<file path="src/rtl/jram_loadable.sv">
// Single-port CPU RAM with an address register (MAR), bus-style set/enable
// controls and a stream loader that fills memory from address 0.
module jram_loadable #(
  parameter int WIDTH     = 8,
  parameter int ADDR_BITS = 8
) (
  input  logic                 clk,
  input  logic                 reset,
  input  logic [WIDTH-1:0]     bus_in,
  input  logic                 sa,
  input  logic                 s,
  input  logic                 e,
  output logic [WIDTH-1:0]     bus_out,
  input  logic                 ld_start,
  input  logic                 ld_valid,
  input  logic [WIDTH-1:0]     ld_data,
  input  logic                 ld_last,
  output logic                 ld_ready,
  output logic                 ld_busy,
  output logic                 ld_done,
  output logic [ADDR_BITS:0]   ld_count
);

  localparam int DEPTH = 2 ** ADDR_BITS;
  localparam int CW    = ADDR_BITS + 1;

  typedef enum logic [1:0] {IDLE, LOAD, DONE} state_t;

  state_t                 state, state_next;
  logic [WIDTH-1:0]       mem [DEPTH];
  logic [ADDR_BITS-1:0]   mar;
  logic [ADDR_BITS-1:0]   ld_ptr;
  logic [ADDR_BITS:0]     count_q;
  logic                   accept;
  logic                   cpu_en;
  logic                   ptr_full;

  assign accept   = (state == LOAD) && ld_valid;
  assign cpu_en   = (state != LOAD);
  assign ptr_full = (ld_ptr == '1);

  always_comb begin
    state_next = state;
    case (state)
      IDLE:    if (ld_start) state_next = LOAD;
      LOAD:    if (accept && (ld_last || ptr_full)) state_next = DONE;
      DONE:    state_next = IDLE;
      default: state_next = IDLE;
    endcase
  end

  always_ff @(posedge clk) begin
    if (reset) begin
      state   <= IDLE;
      mar     <= '0;
      ld_ptr  <= '0;
      count_q <= '0;
    end else begin
      state <= state_next;
      if (state == IDLE && ld_start) begin
        ld_ptr  <= '0;
        count_q <= '0;
      end
      // Pointer may wrap after the final full-depth word; the FSM is already
      // leaving LOAD and the next start clears it before use.
      if (accept) begin
        ld_ptr  <= ld_ptr + ADDR_BITS'(1);
        count_q <= count_q + CW'(1);
      end
      if (cpu_en && sa) mar <= bus_in[ADDR_BITS-1:0];
    end
  end

  // Array has no reset: contents survive reset; writes uses the pre-edge MAR.
  always_ff @(posedge clk) begin
    if (!reset) begin
      if (accept)
        mem[ld_ptr] <= ld_data;
      else if (cpu_en && s)
        mem[mar] <= bus_in;
    end
  end

  assign ld_ready = (state == LOAD);
  assign ld_busy  = (state == LOAD);
  assign ld_done  = (state == DONE);
  assign ld_count = count_q;
  assign bus_out  = (e && state != LOAD) ? mem[mar] : '0;

endmodule
</file>
<file path="config.mk">
export PLATFORM = sky130hd
export DESIGN_NAME = jram_loadable
export DESIGN_NICKNAME = d
export VERILOG_FILES = /design/src/rtl/jram_loadable.sv
export SDC_FILE = /design/constraint.sdc
export NUM_CORES = 2
export LEC_CHECK = 0
export BUFFER_PORTS_ARGS = -buffer_cell sky130_fd_sc_hd__buf_2
export CAP_MARGIN = 20
export CORE_MARGIN = 3
export CORE_UTILIZATION = 35
export CTS_BUF_LIST = sky130_fd_sc_hd__clkbuf_4 sky130_fd_sc_hd__clkbuf_8
export DETAILED_ROUTE_END_ITERATION = 10
export PLACE_DENSITY = 0.5
export SLEW_MARGIN = 30
export SYNTH_ARGS = -nofsm -noshare
export SYNTH_HDL_FRONTEND = slang
export SYNTH_SLANG_ARGS = --single-unit
</file>
<file path="constraint.sdc">
create_clock -name clk -period 6.3 [get_ports clk]
set_input_delay 0.63 -clock clk [delete_from_list [all_inputs] [get_ports clk]]
set_output_delay 0.63 -clock clk [all_outputs]
set_load 0.03 [all_outputs]
</file>
# == After elaboration in Yosys (flattened, before gate mapping) ==
# Memory sizes are Yosys's and may differ from the RTL's. A register that Yosys moved wholly into a read port is not among the register bits.
# Cells that the tools add are included.
# W data, S select, Z words.
# totals
ff_bits,27
ram_bits,2048
in_bits,24
out_inout_bits,20
word_cells,44
memories,1
# op_classes
addsub,2
n_eq_ne,6
n_mux,20
n_reduce_logical,11
# mem_list
memory,words,word_bits,rd,rd_ports_with_merged_regs,write_ports,line,rtl
mem,256,8,1,1,1,30,logic [WIDTH-1:0] mem [DEPTH];
# op_table
operator,count
$mux W8,7
$mux W9,2
$add A9 B1 Y9 const B,1
$add A8 B1 Y8 const B,1
$eq A8 B8 Y1 const B,1
$mux W1,8
$reduce_or A8 Y1,1
$logic_and A1 B1 Y1,6
$mux W2,2
$ne A2 B1 Y1 const B,2
$pmux W2 S2,1
$eq A2 B1 Y1 const B,1
$eq A2 B2 Y1 const B,1
$logic_not A2 Y1,1
$ne A2 B2 Y1 const B,1
$reduce_and A2 Y1,1
$reduce_bool A2 Y1,1
$logic_or A1 B1 Y1,1

# == Logic depth before layout (Yosys ltp) ==
# logic_depth
depth_word,8
depth_mapped,11
mapped_depth_nobuf,7

# == Worst setup path before layout ==
# No wires, ideal clock.
# synth_timing
path_kind,input-to-reg
start,input port reset
end,"memory mem[0][0], data pin"
arrival_time_ps,4419
setup_slack_ps,1057
cell_stages,5
cell_sequence,nor3b_1 buf_2 buf_2 nand2_1 nand2_1
# synth_via
elab_chain_len,4
# synth_lines
element,line,rtl
from (decl),8,"input logic reset,"
$mux W1,76,if (!reset) begin
$mux W1 (not written as such),80,mem[mar] <= bus_in;
$reduce_or A8 Y1 (no source line),n/a,
$mux W8 (no source line),n/a,
to (decl),30,
# No other way between the ends.

==> metrics.md <==
| Metric | Value |
|---|---|
| Slew margin rel. | 23.9% |
| Worst skew pair latency | 1.08 ns |
| Resized Gates After CTS | 0 |
| Layout cells sized above 1 | 24.7% |
| Detailed Route Iter0 Violations | 4284 |
| RSZ-0062 raised after global routing | false |
| Vias | 42900 |
| Count of unique library cells instantiated by Yosys | 75 |
| Worst EP required | 5.67 ns |
| IO Count | 44 |
| Initial antenna violation count | 20 |
| Leading area contributor after synthesis | edfxtp_1 |
| DIE HEIGHT | 490 um |
| Syn. warnings | 0 |
| Gpl congestion | 0.817 |
| Core footprint | 0.233 sq mm |
| Critical Path Fanout Max | 35 |
| Largest stage delay, worst path | 0.71 ns |
| DIE WIDTH | 490 um |
| Arrival @ worst endpoint | 5.48 ns |
| Total Neg Setup Slack | 0 ns |
| Ranking of synthesized cells by area | edfxtp_1 75%, mux4_2 10%, mux2i_1 3.5% |
| Final min period | 6.11 ns |
| P per Cell Area | 312 mW/mm^2 |
| Global-route wire length before repair | 330 mm |
| Commonest non-fill, non-tap cell in the layout | edfxtp_1 |
| CTS sink count | 2083 |
| Most frequent cells in the layout | 2048 x edfxtp_1, 370 x clkbuf_8, 364 x mux4_2 |
| Initial Util | 35.2% |
| Dpl ws | 1.18 ns |
| Setup Skew | 0.113 ns |
| Final worst path period share | 96.9% |
| Crit-path leading delay family | simple AND/OR/NAND/NOR gates |
| DRT Wirelength | 234 mm |
| Clock-pin slew on the worst setup and hold paths | 0.06 ns |
| # fillers | 20900 |
| Vias in the first global route | 43400 |
| CP cell instances | nand2_4, buf_4, o221ai_1, nor3_1, nor4_1, nand3_1, o32ai_1, buf_4, buf_2 |
| Setup crit start kind | flip-flop |
| Slowest-stage cell, CP | dfxtp_4 |
| Site Rows | 177 |
| Worst Setup End Kind | output port |
| Slew Viols, Final | 0 |
| Syn_area_per_cell | 19.4 sq um |
| Mapped Cells | 4225 |
| Fin nets | 4544 |
| TritonCTS clock tree | done |
| DR vias/cell | 5.42 |
| Max cap viols | 0 |
| Yosys top cell area share | 75.0% |
| Worst Hold Class | in -> reg |
| Largest net degree at the start of global routing | 150 |
| Top_reg_cell synth | edfxtp_1 |
| Final setup fails | 0 |
| Post-Syn Nets | 4251 |
| Drc violations | 0 |
| Most used cell, CP | buf_4 |
| Status | complete, no violations |
| Clock buffer depth | 4 |
| Overflow after GRT | 0 |
| Mapped Area | 0.0820 sq mm |
| Routed Antenna Nets | 0 |
| #FFs+latches synth | 2083 |
| Dpl hpwl | 144 mm |
| Area Overhead vs Synth | 13.3% |
| Avg WL per Cell | 29.6 um |
| H-tree depth | 5 |
| Total track usage | 19.1% |
| Sequential cell area fraction in the yosys report | 75.9% |
| VDD IR max | 0.000211 V |
| CP Class | reg -> out |
| Fmax | 164 MHz |
| Asr flop ratio synth | 0% |
| Post-route worst setup slack | 0.195 ns |
| Die area | 0.240 sq mm |
| Port Buf Inserts | 43 |
| Leak | 0.0278 uW |
| Final hold vios | 0 |
| Root Driver | clkbuf_8 |
| Worst Tran Pin Value | 1.11 ns |
| Post-synth EDFFs | 2048 |
| CTS buffer count | 365 |
| CP bufs+invs | 3 |
| Drt first pass iters | 7 |
power by group:
| group | total, uW | internal [uW] | leakage (uW) | switching, uW |
|---|---|---|---|---|
| logic | 1770 | 534 | 0.00549 | 1230 |
| clock network | 11800 | 6370 | 0.00356 | 5410 |
| registers | 15400 | 15400 | 0.0187 | 27.1 |
per-layer routing:
metal  vias to the layer above  wire, um  GRT usage [%]
li1                      18000         -              -
met1                     22900    102000           26.8
met2                      1595    111000           30.2
met3                       388     14800           3.44
met4                         4      6990           6.10
met5                         -        37              0
registers in the layout, summed over array words and instances (netlist names), named ones only:
signal    cells
mem        2048
mar           8
ld_ptr        8
ld_count      9
state         2
stage by stage:
| step | cells | hold WS (ns) | cell area, sq um | power [uW] | utilization, % |
|---|---|---|---|---|---|
| 2_1_floorplan | 4225 | 0.474 | 82000 | 16800 | - |
| 3_3_place_gp | 7267 | 0.502 | 85900 | 17500 | 36.9 |
| 3_5_place_dp | 7268 | 0.512 | 85900 | 17500 | 36.9 |
| 4_1_cts | 7900 | 0.0164 | 92800 | 29300 | 39.9 |
| 5_1_grt | 7903 | 0.0407 | 92900 | 30000 | 39.9 |
| 6_report | 7905 | 0.156 | 92900 | 29000 | 39.9 |
worst reg2reg max path: stages, from the launching register on:
cell,delay (ns)
dfxtp_1,0.35
nand2b_2,0.31
inv_2,0.13
nor3b_2,0.76
buf_4,0.32
a31oi_1,0.31
or3_2,0.98
nor2_1,0.83
final cells by class:
cell class                 count  area (sq um)  share of cell area [%]
antenna                        4          10.0                  0.0108
clock buffer                 488          5980                    6.44
clock inverter               130           747                   0.804
inverter                       7          28.8                  0.0310
multi-input combinational   1872         18200                    19.6
sequential                  2083         62200                    67.0
tap                         3132          3920                    4.22
timing repair buffer         189          1740                    1.87
cells in the mapped netlist, drive strengths merged (32+ instances only):
cell,instances
a22oi,40
dfxtp,35
clkbuf,117
buf,146
nor2,330
nand3,60
o21ai,44
o22ai,96
edfxtp,2048
mux4,366
or3,32
nor3,70
mux2i,286
o221ai,86
nand2,125
a21oi,56
kinds of logic after synthesis:
family,synth area share (%)
flip-flops,75.9
buffers and inverters,2.10
adder cells (fa/ha/maj),0.0305
AO/OA/AOI/OAI,3.78
AND/OR/NAND/NOR,4.36
multiplexers,13.8
path summary, 6_finish.rpt:
kind                     startpoint                endpoint  slack (ns)  depth (start not counted)
max                       flip-flop              bus_out[4]        0.19                          9
min                       bus_in[4]               flip-flop        0.16                          3
max reg2reg   state[1]$_SDFFE_PP0P_   mem[115][0]$_DFFE_PP_        1.92                          7
min reg2reg  ld_ptr[0]$_SDFFE_PP0P_  ld_ptr[0]$_SDFFE_PP0P_        0.52                          2
timing repair:
| action | CTS | global route |
|---|---|---|
| hold buffers | 14 | 0 |
| setup buffers | 0 | 0 |
| hold endpoints to repair | 20 | 0 |
Power figures use the tool's default switching activity.
